$ cat config.mk
export PLATFORM = sky130hd
export DESIGN_NAME = timer_irq_gen
export DESIGN_NICKNAME = d
export VERILOG_FILES = /design/src/rtl/timer_irq_pkg.sv /design/src/rtl/timer_irq_ch.sv /design/src/rtl/timer_irq_gen.sv
export SDC_FILE = /design/constraint.sdc
export NUM_CORES = 1
export LEC_CHECK = 0
export CORE_ASPECT_RATIO = 2
export CORE_MARGIN = 2
export CORE_UTILIZATION = 25
export DETAILED_ROUTE_END_ITERATION = 10
export SYNTH_ARGS = -nofsm -noshare
export SYNTH_HDL_FRONTEND = slang
export SYNTH_SLANG_ARGS = --single-unit
$ cat constraint.sdc
create_clock -name clk_100 -period 15.5 [get_ports clk_100]
set_input_delay 2.325 -clock clk_100 [delete_from_list [all_inputs] [get_ports clk_100]]
set_output_delay 2.325 -clock clk_100 [all_outputs]
set_load 0.05 [all_outputs]
$ cat src/rtl/timer_irq_pkg.sv
// Shared definitions for the timer interrupt generator.
//   MODE_ONESHOT / MODE_LEVEL : bit positions inside the 2-bit channel mode field
//   CFG_CNT_W / CFG_PW_W      : storage widths of the configuration record
//   DEF_PERIOD / DEF_WIDTH    : reset configuration (100 us period, 1 us pulse at 100 MHz)
//   ch_cfg_t                  : per-channel configuration record {period, width, mode}
package timer_irq_pkg;

    localparam int unsigned MODE_ONESHOT = 0;
    localparam int unsigned MODE_LEVEL   = 1;

    localparam int unsigned CFG_CNT_W = 32;
    localparam int unsigned CFG_PW_W  = 12;

    localparam int unsigned DEF_PERIOD = 10000;
    localparam int unsigned DEF_WIDTH  = 100;

    typedef struct packed {
        logic [CFG_CNT_W-1:0] period;
        logic [CFG_PW_W-1:0]  width;
        logic [1:0]           mode;
    } ch_cfg_t;

endpackage

$ cat src/rtl/timer_irq_ch.sv
// One timer channel: configuration registers, period counter, pulse-hold counter,
// one-shot done flag, interrupt line and sticky overrun flag.
//   clk_i        : 100 MHz clock
//   rst_i        : asynchronous active-high reset
//   cfg_wr_i     : load cfg_*_i into this channel and restart it
//   cfg_period_i : period in cycles (0 = never fire)
//   cfg_width_i  : pulse width in cycles (0 treated as 1), pulse mode only
//   cfg_mode_i   : bit MODE_ONESHOT = one-shot, bit MODE_LEVEL = level output
//   en_i         : run enable (level)
//   ack_i        : acknowledge; clears level irq and the overrun flag
//   irq_o        : interrupt line (direct flop output)
//   ovf_o        : sticky overrun flag
module timer_irq_ch
    import timer_irq_pkg::*;
#(
    parameter int unsigned CntW      = CFG_CNT_W,
    parameter int unsigned PwW       = CFG_PW_W,
    parameter int unsigned DefPeriod = DEF_PERIOD,
    parameter int unsigned DefWidth  = DEF_WIDTH
) (
    input  logic            clk_i,
    input  logic            rst_i,
    input  logic            cfg_wr_i,
    input  logic [CntW-1:0] cfg_period_i,
    input  logic [PwW-1:0]  cfg_width_i,
    input  logic [1:0]      cfg_mode_i,
    input  logic            en_i,
    input  logic            ack_i,
    output logic            irq_o,
    output logic            ovf_o
);

    localparam logic [CntW-1:0] CntOne = CntW'(1);
    localparam logic [PwW-1:0]  PwOne  = PwW'(1);
    localparam ch_cfg_t CfgReset = '{
        period: CFG_CNT_W'(DefPeriod),
        width:  CFG_PW_W'(DefWidth),
        mode:   2'b00
    };

    ch_cfg_t         cfg_q, cfg_d;
    logic [CntW-1:0] cnt_q, cnt_d;
    logic [PwW-1:0]  hold_q, hold_d;
    logic            done_q, done_d;
    logic            irq_q, irq_d;
    logic            ovf_q, ovf_d;

    logic [CntW-1:0] period;
    logic [PwW-1:0]  width;
    logic [PwW-1:0]  hold_last;
    logic            oneshot;
    logic            level;
    logic            fire;

    assign period    = CntW'(cfg_q.period);
    assign width     = PwW'(cfg_q.width);
    // A zero width behaves as a one-cycle pulse.
    assign hold_last = (width == '0) ? '0 : width - PwOne;
    assign oneshot   = cfg_q.mode[MODE_ONESHOT];
    assign level     = cfg_q.mode[MODE_LEVEL];
    assign fire      = en_i && !done_q && (period != '0) && (cnt_q == period - CntOne);

    always_comb begin
        cfg_d  = cfg_q;
        cnt_d  = cnt_q;
        hold_d = hold_q;
        done_d = done_q;
        irq_d  = irq_q;
        ovf_d  = ovf_q;

        if (ack_i) begin
            ovf_d = 1'b0;
        end

        if (cfg_wr_i) begin
            // A write restarts the channel and beats a coincident fire.
            cfg_d = '{
                period: CFG_CNT_W'(cfg_period_i),
                width:  CFG_PW_W'(cfg_width_i),
                mode:   cfg_mode_i
            };
            cnt_d  = '0;
            hold_d = '0;
            irq_d  = 1'b0;
            done_d = 1'b0;
        end else if (!en_i) begin
            cnt_d  = '0;
            hold_d = '0;
            irq_d  = 1'b0;
            done_d = 1'b0;
        end else if (fire) begin
            cnt_d  = '0;
            hold_d = '0;
            irq_d  = 1'b1;
            done_d = oneshot;
            // Fire wins over a same-edge ack, so the overrun still registers.
            if (level && irq_q) begin
                ovf_d = 1'b1;
            end
        end else begin
            if (!done_q && (period != '0)) begin
                cnt_d = cnt_q + CntOne;
            end
            if (irq_q) begin
                if (level) begin
                    if (ack_i) begin
                        irq_d = 1'b0;
                    end
                end else if (hold_q == hold_last) begin
                    irq_d  = 1'b0;
                    hold_d = '0;
                end else begin
                    hold_d = hold_q + PwOne;
                end
            end
        end
    end

    always_ff @(posedge clk_i or posedge rst_i) begin
        if (rst_i) begin
            cfg_q  <= CfgReset;
            cnt_q  <= '0;
            hold_q <= '0;
            done_q <= 1'b0;
            irq_q  <= 1'b0;
            ovf_q  <= 1'b0;
        end else begin
            cfg_q  <= cfg_d;
            cnt_q  <= cnt_d;
            hold_q <= hold_d;
            done_q <= done_d;
            irq_q  <= irq_d;
            ovf_q  <= ovf_d;
        end
    end

    assign irq_o = irq_q;
    assign ovf_o = ovf_q;

endmodule

$ cat src/rtl/timer_irq_gen.sv
// Multi-channel programmable timer interrupt generator (100 MHz domain).
//   clk_100    : system clock
//   rst_100    : asynchronous active-high reset
//   cfg_wr     : one-cycle strobe, loads cfg_period/cfg_width/cfg_mode into channel cfg_ch
//   cfg_ch     : target channel; indices >= NUM_CH are ignored
//   cfg_period : period in cycles
//   cfg_width  : pulse width in cycles
//   cfg_mode   : bit0 one-shot, bit1 level (held until ack)
//   ch_en      : per-channel run enable
//   irq_ack    : per-channel acknowledge
//   irq_out    : per-channel interrupt lines
//   irq_any    : registered OR of irq_out (one cycle behind)
//   irq_ovf    : per-channel sticky overrun flags
module timer_irq_gen
    import timer_irq_pkg::*;
#(
    parameter int unsigned NUM_CH     = 4,
    parameter int unsigned CNT_W      = CFG_CNT_W,
    parameter int unsigned PW_W       = CFG_PW_W,
    parameter int unsigned DEF_PERIOD = timer_irq_pkg::DEF_PERIOD,
    parameter int unsigned DEF_WIDTH  = timer_irq_pkg::DEF_WIDTH,
    localparam int unsigned CH_W      = (NUM_CH > 1) ? $clog2(NUM_CH) : 1
) (
    input  logic              clk_100,
    input  logic              rst_100,
    input  logic              cfg_wr,
    input  logic [CH_W-1:0]   cfg_ch,
    input  logic [CNT_W-1:0]  cfg_period,
    input  logic [PW_W-1:0]   cfg_width,
    input  logic [1:0]        cfg_mode,
    input  logic [NUM_CH-1:0] ch_en,
    input  logic [NUM_CH-1:0] irq_ack,
    output logic [NUM_CH-1:0] irq_out,
    output logic              irq_any,
    output logic [NUM_CH-1:0] irq_ovf
);

    logic [NUM_CH-1:0] cfg_stb;
    logic              irq_any_q;

    // Out-of-range indices match no channel and are dropped.
    always_comb begin
        cfg_stb = '0;
        for (int unsigned c = 0; c < NUM_CH; c++) begin
            cfg_stb[c] = cfg_wr && (32'(cfg_ch) == c);
        end
    end

    for (genvar c = 0; c < NUM_CH; c++) begin : g_ch
        timer_irq_ch #(
            .CntW      (CNT_W),
            .PwW       (PW_W),
            .DefPeriod (DEF_PERIOD),
            .DefWidth  (DEF_WIDTH)
        ) u_ch (
            .clk_i        (clk_100),
            .rst_i        (rst_100),
            .cfg_wr_i     (cfg_stb[c]),
            .cfg_period_i (cfg_period),
            .cfg_width_i  (cfg_width),
            .cfg_mode_i   (cfg_mode),
            .en_i         (ch_en[c]),
            .ack_i        (irq_ack[c]),
            .irq_o        (irq_out[c]),
            .ovf_o        (irq_ovf[c])
        );
    end

    always_ff @(posedge clk_100 or posedge rst_100) begin
        if (rst_100) begin
            irq_any_q <= 1'b0;
        end else begin
            irq_any_q <= |irq_out;
        end
    end

    assign irq_any = irq_any_q;

endmodule
**After elaboration in Yosys (flattened, before gate mapping)**

Cells that the tools add are included.

- Memory bits (read-only): 0
- Bits in writable memories: 0
- Register bits: 373
- Bits in latches: 0
- Input port bits: 59
- Logic and storage cells: 222
- Memories kept: 0

- Reductions and logical operators: 42
- Equal/unequal tests: 27
- Shift-type cells: 0
- Multiplexer cells: 104
- Bitwise gates (word level): 0
- Multipliers: 0
- Div/mod/pow operators: 0
- $add $sub $neg: 16
- Magnitude comparators: 0

Operators with widths:

| kind | count |
|---|---|
| 32-bit two-way mux | 16 |
| 12-bit two-way mux | 28 |
| 32-bit by 1-bit adder with 32-bit output, second input constant | 4 |
| 32-bit == test | 4 |
| 32-bit nonzero test | 4 |
| 32-bit by 1-bit subtractor with 32-bit output, second input constant | 4 |
| 1-bit two-way mux | 60 |
| 12-bit by 1-bit adder with 12-bit output, second input constant | 4 |
| 12-bit == test | 4 |
| 12-bit logical NOT | 4 |
| 12-bit by 1-bit subtractor with 12-bit output, second input constant | 4 |
| 4-bit by 1-bit != test with 1-bit output, second input constant | 8 |
| 1-bit logical AND | 24 |
| 4-bit by 3-bit != test with 1-bit output, second input constant | 4 |
| 3-bit by 1-bit != test with 1-bit output, second input constant | 4 |
| 2-bit AND reduction | 4 |
| 2-bit == test, second input constant | 2 |
| 1-bit logical NOT | 4 |
| 4-bit OR reduction | 1 |
| 2-bit by 1-bit == test with 1-bit output, second input constant | 1 |
| 2-bit logical NOT | 1 |

**Depth between registers and ports, before layout**

Gate-level depths: netlist of run 1.

- Depth after elaboration: 9
- Depth in mapped cells: 13
- Gate-level depth less buffers: 10

**By module**

Synthesis of run 1 repeated with hierarchy kept, for this count alone.

- Cell total of the unflattened synthesis: 2581
- Area, all modules: 23806.6 µm²

By module, submodules not included:

| module | sequential area each (µm²) | cells each | area each (µm²) | times used |
|---|---|---|---|---|
| timer_irq_ch (g_ch[0].u_ch ...) | 2337.2 | 640 | 5900.7 | 3 |
| timer_irq_ch (g_ch[3].u_ch) | 2337.2 | 654 | 6037.0 | 1 |
| timer_irq_gen | 25.0 | 7 | 67.6 | 1 |

**Worst setup path after synthesis of run 1**

OpenSTA, ideal clock, no wires.

- Kind: input port to flip-flop
- From: in cfg_ch[0]
- To: reg g_ch[0].u_ch.cnt_q[25]
- Setup time: 0.121 ns
- Arrival time: 4.130 ns
- Setup slack: 11.249 ns
- Stages on the path: 8
- Data required time: 15.379 ns
- Path buffers: 0
- Path through: nor3b_1 > nand2b_1 > nand4_1 > o21ai_1 > nand3_1 > nor3_1 > xnor2_1 > nor2_1

- Word-level cells in the longest chain between the ends: 3
- Elaborated cells on any way between the ends: 4
- Classes of those cells: 1 x eq/ne; 1 x mux; 2 x reduce/logical

RTL lines:

| item | RTL line | RTL |
|---|---|---|
| start, declared | timer_irq_gen.sv:27 | `input logic [CH_W-1:0] cfg_ch,` |
| 2-bit logical NOT * | timer_irq_gen.sv:45 | `cfg_stb[c] = cfg_wr && (32'(cfg_ch) == c);` |
| 1-bit logical AND * | timer_irq_gen.sv:45 |  |
| 4-bit by 1-bit != test with 1-bit output (no source line) / 32-bit two-way mux (equally long branches) | - |  |
| end signal, assigned | timer_irq_ch.sv:129 | `cnt_q <= cnt_d;` |
| end, declared | timer_irq_ch.sv:42 | `logic [CntW-1:0] cnt_q, cnt_d;` |

Mark *: on every way between the ends. The rest lies on a longest branch, timed or not.
A chain may end at the register's enable or synchronous reset.

**Worst setup path in the final report of run 1**

- From: in cfg_ch[1]
- To: reg g_ch[1].u_ch.cnt_q[28]

- Word-level cells in the longest chain between the ends: 3
- Elaborated cells on any way between the ends: 4
- Classes of those cells: 2 x eq/ne; 1 x mux; 1 x reduce/logical

RTL lines:

| item | RTL line |
|---|---|
| 2-bit by 1-bit == test with 1-bit output * | timer_irq_gen.sv:45 |
| 1-bit logical AND * | timer_irq_gen.sv:45 |
| 4-bit by 1-bit != test with 1-bit output (no source line) / 32-bit two-way mux (equally long branches) | - |
| end signal, assigned | timer_irq_ch.sv:129 |
| end, declared | timer_irq_ch.sv:42 |

Marked as above.

==> summary by stage, run 1 <==
Status
The run finished, with violations left. The final reports fail on DRC.

Pwr
VDD sags by at most 0.06768 mV. The analysis attributes to cell leakage a power of 0.009919 uW. The post-route total power is 2801 uW. The power density over the cells is 104.4 nW/um^2.

Routing
After detailed routing, the average wire length per cell comes to 19.91 um. For this run, design rule violations remaining after detail routing come to 14. The count of antenna-violating nets left after detailed routing is 0.

The number of design-rule violations left by the first detailed-router iteration is 992. The final route contains 19380 vias. The number of iterations in the first detailed-routing pass is 8.

The final layout contains routed wiring with a total length of 74530 um. The number of vias per cell after detailed routing is 5.175.

Floorplan
The core region is 93900 um^2. The floorplan has 159 rows. The top-level port count is 68.

The vertical extent of the die is 439.5 um. For this configuration, the core starts out at a cell density of 0.2525. The die area is 97450 um^2. The die span in x is 221.7 um.

Timing
Subtracting the final worst setup slack from the clock period gives 4.831 ns. At the pin with the least slew margin, the transition time is 1.227 ns. Headroom to the max-slew limit came out at 0.1748. Setup repair after global routing left no endpoint under its margin.

The worst-case setup margin in the final layout is 10.67 ns. The final number of hold-violating endpoints is 0. For this run, the top clock speed supported by timing is 207.0 MHz. Of the available clock period, the critical path in the final layout requires 0.3117. The final-report setup violation count is 0. The tightest hold path in the finished design has a slack of 0.4935 ns. Summed over all failing endpoints, the final setup total negative slack is 0 ns. The clock tree skew after final layout is 0.03191 ns.

The final number of max-transition violations is 0.

Logic synthesis
In this run, distinct cell masters in the synthesized netlist total 91. Of the synthesized area, sequential elements account for 0.3954. The number of nets in the synthesized netlist is 2591. The cell count after synthesis came out at 2508. The synthesized design contains 0 enable-type register cells. The Yosys step of the flow raised 0 warnings. Counting flops with an async set or reset pin after synthesis yields a share of 1.000.

The average cell area after synthesis is 9.452 um^2. In the synthesized netlist the dominant register cell turns out to be dfrtp_1. The post-synthesis sequential element count is 373. The mapped netlist covers 23710 um^2.

Clock tree
The tree built by TritonCTS fans out to 373 sinks. TritonCTS built the clock tree. Post-CTS timing repair inserted 0 buffers for setup. CTS built an H-tree with a depth of 2.

The number of gates given a new drive strength after cts is 0. The clock latency reported for the late side of the worst-skew pair is 0.58 ns. The TritonCTS buffer count is 38.

The root cell of the clock tree is clkbuf_16. The cts-stage hold buffer count is 0. The clock passes through at most 3 buffers. Clock-pin slew was measured on the worst setup and hold paths at 0.07 ns.

Place
The quantity of I/O buffers inserted on ports is 67. The placed instances occupy a cell area of 25500 um^2. Once detailed placement completed, the half-perimeter wirelength came to 56700 um. The worst setup slack before clock tree synthesis is 10.07 ns. The routability congestion estimate from global placement is 0.9116.

Worst setup path
The required time of the critical path is 15.90 ns. STA classifies the critical path endpoint as a flop. The length in cells of the worst reg-to-reg path is 8.

The critical path is of the input port to flop type. The type of origin of the critical path is an input port. For the worst setup path, the data arrival time is 5.23 ns. The peak fanout along the critical path is 48.

Final layout
The area added between synthesis and finish is 13.16%. The cell area after layout is 26830 um^2. Fill cells in the final layout number 9921. Of the cells placed in the final design, the portion with a size suffix greater than 1 is 0.1392. The net count of the finished layout is 2589.

GRT
The residual overflow from global routing is 0. The largest net degree at the start of global routing is 114. The via count of the first global-routing pass is 19650. The first global-routing pass estimated 114000 um of wire. Across every metal layer, demand over resource in global routing totals 0.1510. The initial antenna violation count is 2.

Min path
The min-delay analysis places its worst path in the category flop to flop. The number of instances on the worst hold path is 2.

Job
The max-cap violation count is 0.
worst paths after layout:
path | end | startpoint | slack [ns]
worst max-delay path | g_ch[1].u_ch.cnt_q[28]$_DFFE_PP0P_ | cfg_ch[1] | 10.67
worst min register to register | g_ch[1].u_ch.done_q$_DFFE_PP0P_ | g_ch[1].u_ch.cfg_q[0]$_DFFE_PP0P_ | 0.49
max in group asynchronous | g_ch[0].u_ch.cnt_q[6]$_DFFE_PP0P_ | rst_100 | 11.01
min in group asynchronous | g_ch[3].u_ch.hold_q[10]$_DFFE_PP0P_ | rst_100 | 2.31
worst min-delay path | g_ch[1].u_ch.done_q$_DFFE_PP0P_ | g_ch[1].u_ch.cfg_q[0]$_DFFE_PP0P_ | 0.49
worst max register to register | g_ch[1].u_ch.hold_q[2]$_DFFE_PP0P_ | g_ch[1].u_ch.period[8]$_DFFE_PP1P_ | 11.09
cells by family (layout without fill, tap and decap cells):
kind of cell / Yosys count / in the layout / share of synthesized area
AO/OA/AOI/OAI: 294 / 294 / 0.08857
AND/OR/NAND/NOR: 1090 / 1090 / 0.2479
other: 0 / 1 / 0
XOR/XNOR: 353 / 353 / 0.1316
multiplexers: 194 / 194 / 0.09147
buffers and inverters: 180 / 208 / 0.03235
flip-flops: 373 / 373 / 0.3954
adder cells (fa/ha/maj): 24 / 24 / 0.01267
routing by layer:
| metal | wire length (um) | global-route usage |
|---|---|---|
| met5 | 0 | 0 |
| met4 | 6652 | 0.1223 |
| met3 | 2434 | 0.01490 |
| met2 | 40050 | 0.2913 |
| met1 | 25390 | 0.1444 |
cells in the mapped netlist, drive strengths merged, types with 43 or more instances:
master | number | area (um^2)
mux2 | 181 | 2038
nor4 | 74 | 475.5
and3 | 43 | 269.0
dfrtp | 341 | 8533
a21oi | 44 | 220.2
nand2 | 157 | 591.8
xor2 | 167 | 1463
nor3 | 127 | 635.6
clkbuf | 88 | 331.6
nor2 | 231 | 867.1
nand4 | 58 | 362.9
o21ai | 59 | 299.0
nand3 | 125 | 625.6
xnor2 | 184 | 1612
inv | 52 | 195.2
cells in the final DEF, fill, tap and decap left out, drive strengths merged, types with 32 or more instances in the layout:
master | synthesis | layout
dfrtp | 341 | 341
and3 | 43 | 43
nand3 | 125 | 125
clkdlybuf4s50 | 0 | 67
nor4 | 74 | 74
xor2 | 167 | 167
nand2 | 157 | 157
nor2 | 231 | 231
dfstp | 32 | 32
mux2 | 181 | 181
clkbuf | 88 | 49
or4 | 42 | 42
inv | 52 | 56
nor3 | 127 | 127
a21oi | 44 | 44
nand4 | 58 | 58
or3 | 41 | 41
o21ai | 59 | 59
xnor2 | 184 | 184
where the power goes:
| part | internal (uW) | total [uW] | switching [uW] |
|---|---|---|---|
| clock network | 570 | 994 | 425 |
| registers | 1080 | 1250 | 169 |
| logic | 263 | 558 | 295 |
stage by stage:
stage	utilization	std cells
finish	0.2857	3744
detailed placement	0.2716	3673
CTS	0.2857	3743
global route	0.2857	3743
global placement	0.2716	3673
floorplan	-	2508
worst max-delay path: stages:
cell and delay, ns:
clkdlybuf4s50_1 0.48, nand3b_1 0.20, buf_4 0.32, and2_1 0.36, a21boi_1 0.64, and4_1 0.50, nand4_1 0.16, xor2_1 0.16
nor2_1 0.05
state kept, by name, indices dropped and copies added, names as in the netlist:
name              count
g_ch.u_ch.cnt_q     128
g_ch.u_ch.period    128
g_ch.u_ch.hold_q     48
g_ch.u_ch.width      48
g_ch.u_ch.cfg_q       8
g_ch.u_ch.done_q      4
g_ch.u_ch.irq_o       4
g_ch.u_ch.ovf_o       4
irq_any               1
cell type report:
| cell class | count | area (um^2) | share of cell area |
|---|---|---|---|
| Antenna cell | 1 | 2.502 | 0.00009328 |
| Clock buffer | 49 | 1052 | 0.03923 |
| Clock inverter | 21 | 266.5 | 0.009935 |
| Inverter | 52 | 202.7 | 0.007556 |
| Multi-Input combinational cell | 1955 | 13600 | 0.5071 |
| Sequential cell | 373 | 9374 | 0.3494 |
| Tap cell | 1207 | 1510 | 0.05630 |
| Timing Repair Buffer | 86 | 813.3 | 0.03032 |
Note: power is estimated with default switching activity, not from simulation.
==> run 2, diff against run 1 <==
- clock period: 15.5 -> 4.06 ns (I/O delays scaled with it)
==> summary by stage, run 2 (synthesis gave the netlist of run 1 again) <==
Status
Status: finished, violations left (unchanged). Failing checks: DRC (unchanged).

Timing
The worst hold slack came to 0.3541 ns (was 0.4935 ns). The final number of hold-violating endpoints is 0 (unchanged). The transition time at the pin with the least slew margin was 0.8459 ns (was 1.227 ns). The clock period could shrink to 3.663 ns.

The peak clock frequency supported by timing is 273.0 MHz. The final-report setup violation count is 0 (unchanged). The period utilization is 0.9022.

Setup repair after global routing missed its margin: no (unchanged). The clock tree skew after final layout was 0.02644 ns (was 0.03191 ns). The final number of max-transition violations is 0 (unchanged). The worst relative slew slack is 0.4317 (was 0.1748). The aggregate negative setup slack was 0 ns (unchanged).

Worst setup path
The type of origin of the critical path is a flop (was input port). The required time of the critical path came to 4.46 ns (was 15.90 ns). The type of element capturing the critical path was a flop (unchanged). The peak fanout along the critical path is 28 (was 48). The signal arrival time at the worst endpoint was 4.07 ns (was 5.23 ns). In this design, the critical path's most frequently occurring cell is or4_4. Worst-path cell chain: or4_4 > or4_4 > or4_4 > xnor2_1 > a211oi_1 > o2111ai_2 > nand2_2 > buf_12 > nor3_1 (was clkdlybuf4s50_1 > nand3b_1 > buf_4 > and2_1 > a21boi_1 > and4_1 > nand4_1 > xor2_1 > nor2_1). The category of the critical setup timing path is flop to flop (was input port to flop).

The critical path's slowest cell is or4_4 (was a21boi_1). The worst stage delay on the critical path is 0.62 ns (was 0.64 ns).

Routing
The number of iterations in the first detailed-routing pass came to 8 (unchanged). The number of vias per cell after detailed routing is 5.117 (was 5.175). The per-cell routed wire length is 19.76 um (was 19.91 um). The number of DRC violations after detailed routing is 16 (was 14). The via count is 19330 (was 19380). The total wire length after detailed routing came to 74620 um (was 74530 um). The count of antenna-violating nets left after detailed routing was 0 (unchanged). The number of design-rule violations left by the first detailed-router iteration is 973 (was 992).

Final layout
The number of fill cells is 9889 (was 9921). The area taken by multi-input logic gates was 13600 um^2 (unchanged). The most common library cell in the layout ignoring fill and taps is dfrtp_1 (unchanged). The utilization after layout is 0.2881 (was 0.2857). Most frequent cells in the layout: dfrtp_1, nor2_1, xnor2_1 (unchanged). The total number of nets in the final design is 2624 (was 2589). The proportion of layout cells with a drive suffix above 1 is 0.1504 (was 0.1392). The combined flip-flop and latch cell area is 9374 um^2 (unchanged). The area added between synthesis and finish was 14.12% (was 13.16%).

Clock tree
The level count of the clock H-tree is 2 (unchanged). The buffers inserted during post-CTS setup optimization is 0 (unchanged). The TritonCTS buffer count came to 34 (was 38). The root cell of the clock tree was clkbuf_16 (unchanged). The number of gates given a new drive strength after cts came to 0 (unchanged).

The CTS clock-pin slew for the worst setup and hold paths is 0.07 ns (about the same). The cts-stage hold buffer count is 0 (unchanged). The clock sink count was 373 (unchanged).

The maximum number of buffers from clock root to sink came to 3 (unchanged). The clock latency reported for the late side of the worst-skew pair is 0.56 ns (was 0.58 ns). The CTS tree is built (unchanged).

Pwr
The leakage power came to 0.01006 uW (was 0.009919 uW). The power density over the cells was 382.8 nW/um^2 (was 104.4 nW/um^2). The maximum ir drop on the vdd rail came to 0.2122 mV (was 0.06768 mV).

GRT
The largest net degree at the start of global routing is 105 (was 114). The first-pass GRT wire length was 115700 um (was 114000 um). The via count of the first global-routing pass is 19760 (was 19650).

The overall fraction of global-route tracks in use is 0.1528 (was 0.1510). The initial antenna violation count is 1 (was 2). The residual overflow from global routing is 0 (unchanged).

Floorplan
The die area is 97450 um^2 (unchanged). The die span in x is 221.7 um (unchanged). The initial core utilization is 0.2525 (unchanged). The row count is 159 (unchanged).

The top-level port count is 68 (unchanged). The area inside the core boundary came to 93900 um^2 (unchanged). The vertical extent of the die is 439.5 um (unchanged).

Place
The routability congestion estimate from global placement is 0.8889 (was 0.9116). The quantity of I/O buffers inserted on ports is 67 (unchanged). The detailed placer's ending HPWL is 58000 um (was 56700 um).

Job
The max-cap violation count is 0 (unchanged).

Min path
The type of the worst min-delay path is input port to async pin (was flop to flop).
## run 2: cell count changes in the layout (fill, tap and decap cells not counted), moves of 3 or more
cell	delta
buf_4	+32
buf_12	+7
clkinv_4	+5
bufinv_16	-3
clkinvlp_4	+3
inv_6	-3
## run 2: layout make-up
cell class,instances,share of cell area
antenna,3,0.0002775
clock buffer,44,0.03668
clock inverter,18,0.006336
inverter,52,0.007354
multi-input combinational,1955,0.5029
sequential,373,0.3465
tap,1207,0.05583
timing repair buffer,125,0.04412
## run 2: per-layer routing
layer  vias up  track usage  wire length, um
li1       9139            -                -
met1      9558       0.1479            25950
met5         -            0                0
met4         0       0.1207             6704
met2       410       0.2944            40070
met3       221      0.01423             1905
## run 2: final timing paths
path / startpoint / to / slack, ns / depth (start not counted)
hold reg to reg: g_ch[0].u_ch.cfg_q[0]$_DFFE_PP0P_ / g_ch[0].u_ch.cfg_q[0]$_DFFE_PP0P_ / 0.53 / 1
hold / removal: rst_100 / g_ch[2].u_ch.width[1]$_DFFE_PP0P_ / 0.35 / 2
max in group asynchronous: rst_100 / g_ch[1].u_ch.period[4]$_DFFE_PP1P_ / 2.79 / 4
setup / recovery: g_ch[1].u_ch.period[12]$_DFFE_PP0P_ / g_ch[1].u_ch.hold_q[9]$_DFFE_PP0P_ / 0.40 / 9
setup reg to reg: g_ch[1].u_ch.period[12]$_DFFE_PP0P_ / g_ch[1].u_ch.hold_q[9]$_DFFE_PP0P_ / 0.40 / 9
min in group clk_100: g_ch[0].u_ch.cfg_q[0]$_DFFE_PP0P_ / g_ch[0].u_ch.cfg_q[0]$_DFFE_PP0P_ / 0.53 / 1
## run 2: per-stage QoR
stage	total power, uW	setup WS, ns	std cells	instance area, um^2
detailed placement	6987	0.4210	3712	25880
global placement	6938	0.4514	3712	25880
finish	10360	0.3971	3777	27050
CTS	10460	0.3891	3774	27040
global route	10870	0.1415	3775	27050
floorplan	6233	-1.531	2508	23710
## run 2: power by group
group | total (uW) | internal (uW) | switching, uW
Combinational | 2190 | 1040 | 1150
Clock | 3420 | 1880 | 1540
Sequential | 4750 | 4120 | 629
Total | 10400 | 7040 | 3320
## run 2: critical path: cells and delay by family (launching register included)
kind / cells / cell delay (ns)
AOI/OAI and AO/OA: 2 / 0.62
xor gates and xnor gates: 1 / 0.14
buffers and inverters: 1 / 0.23
DFF: 1 / 0.45
and+or+nand+nor: 5 / 2.06
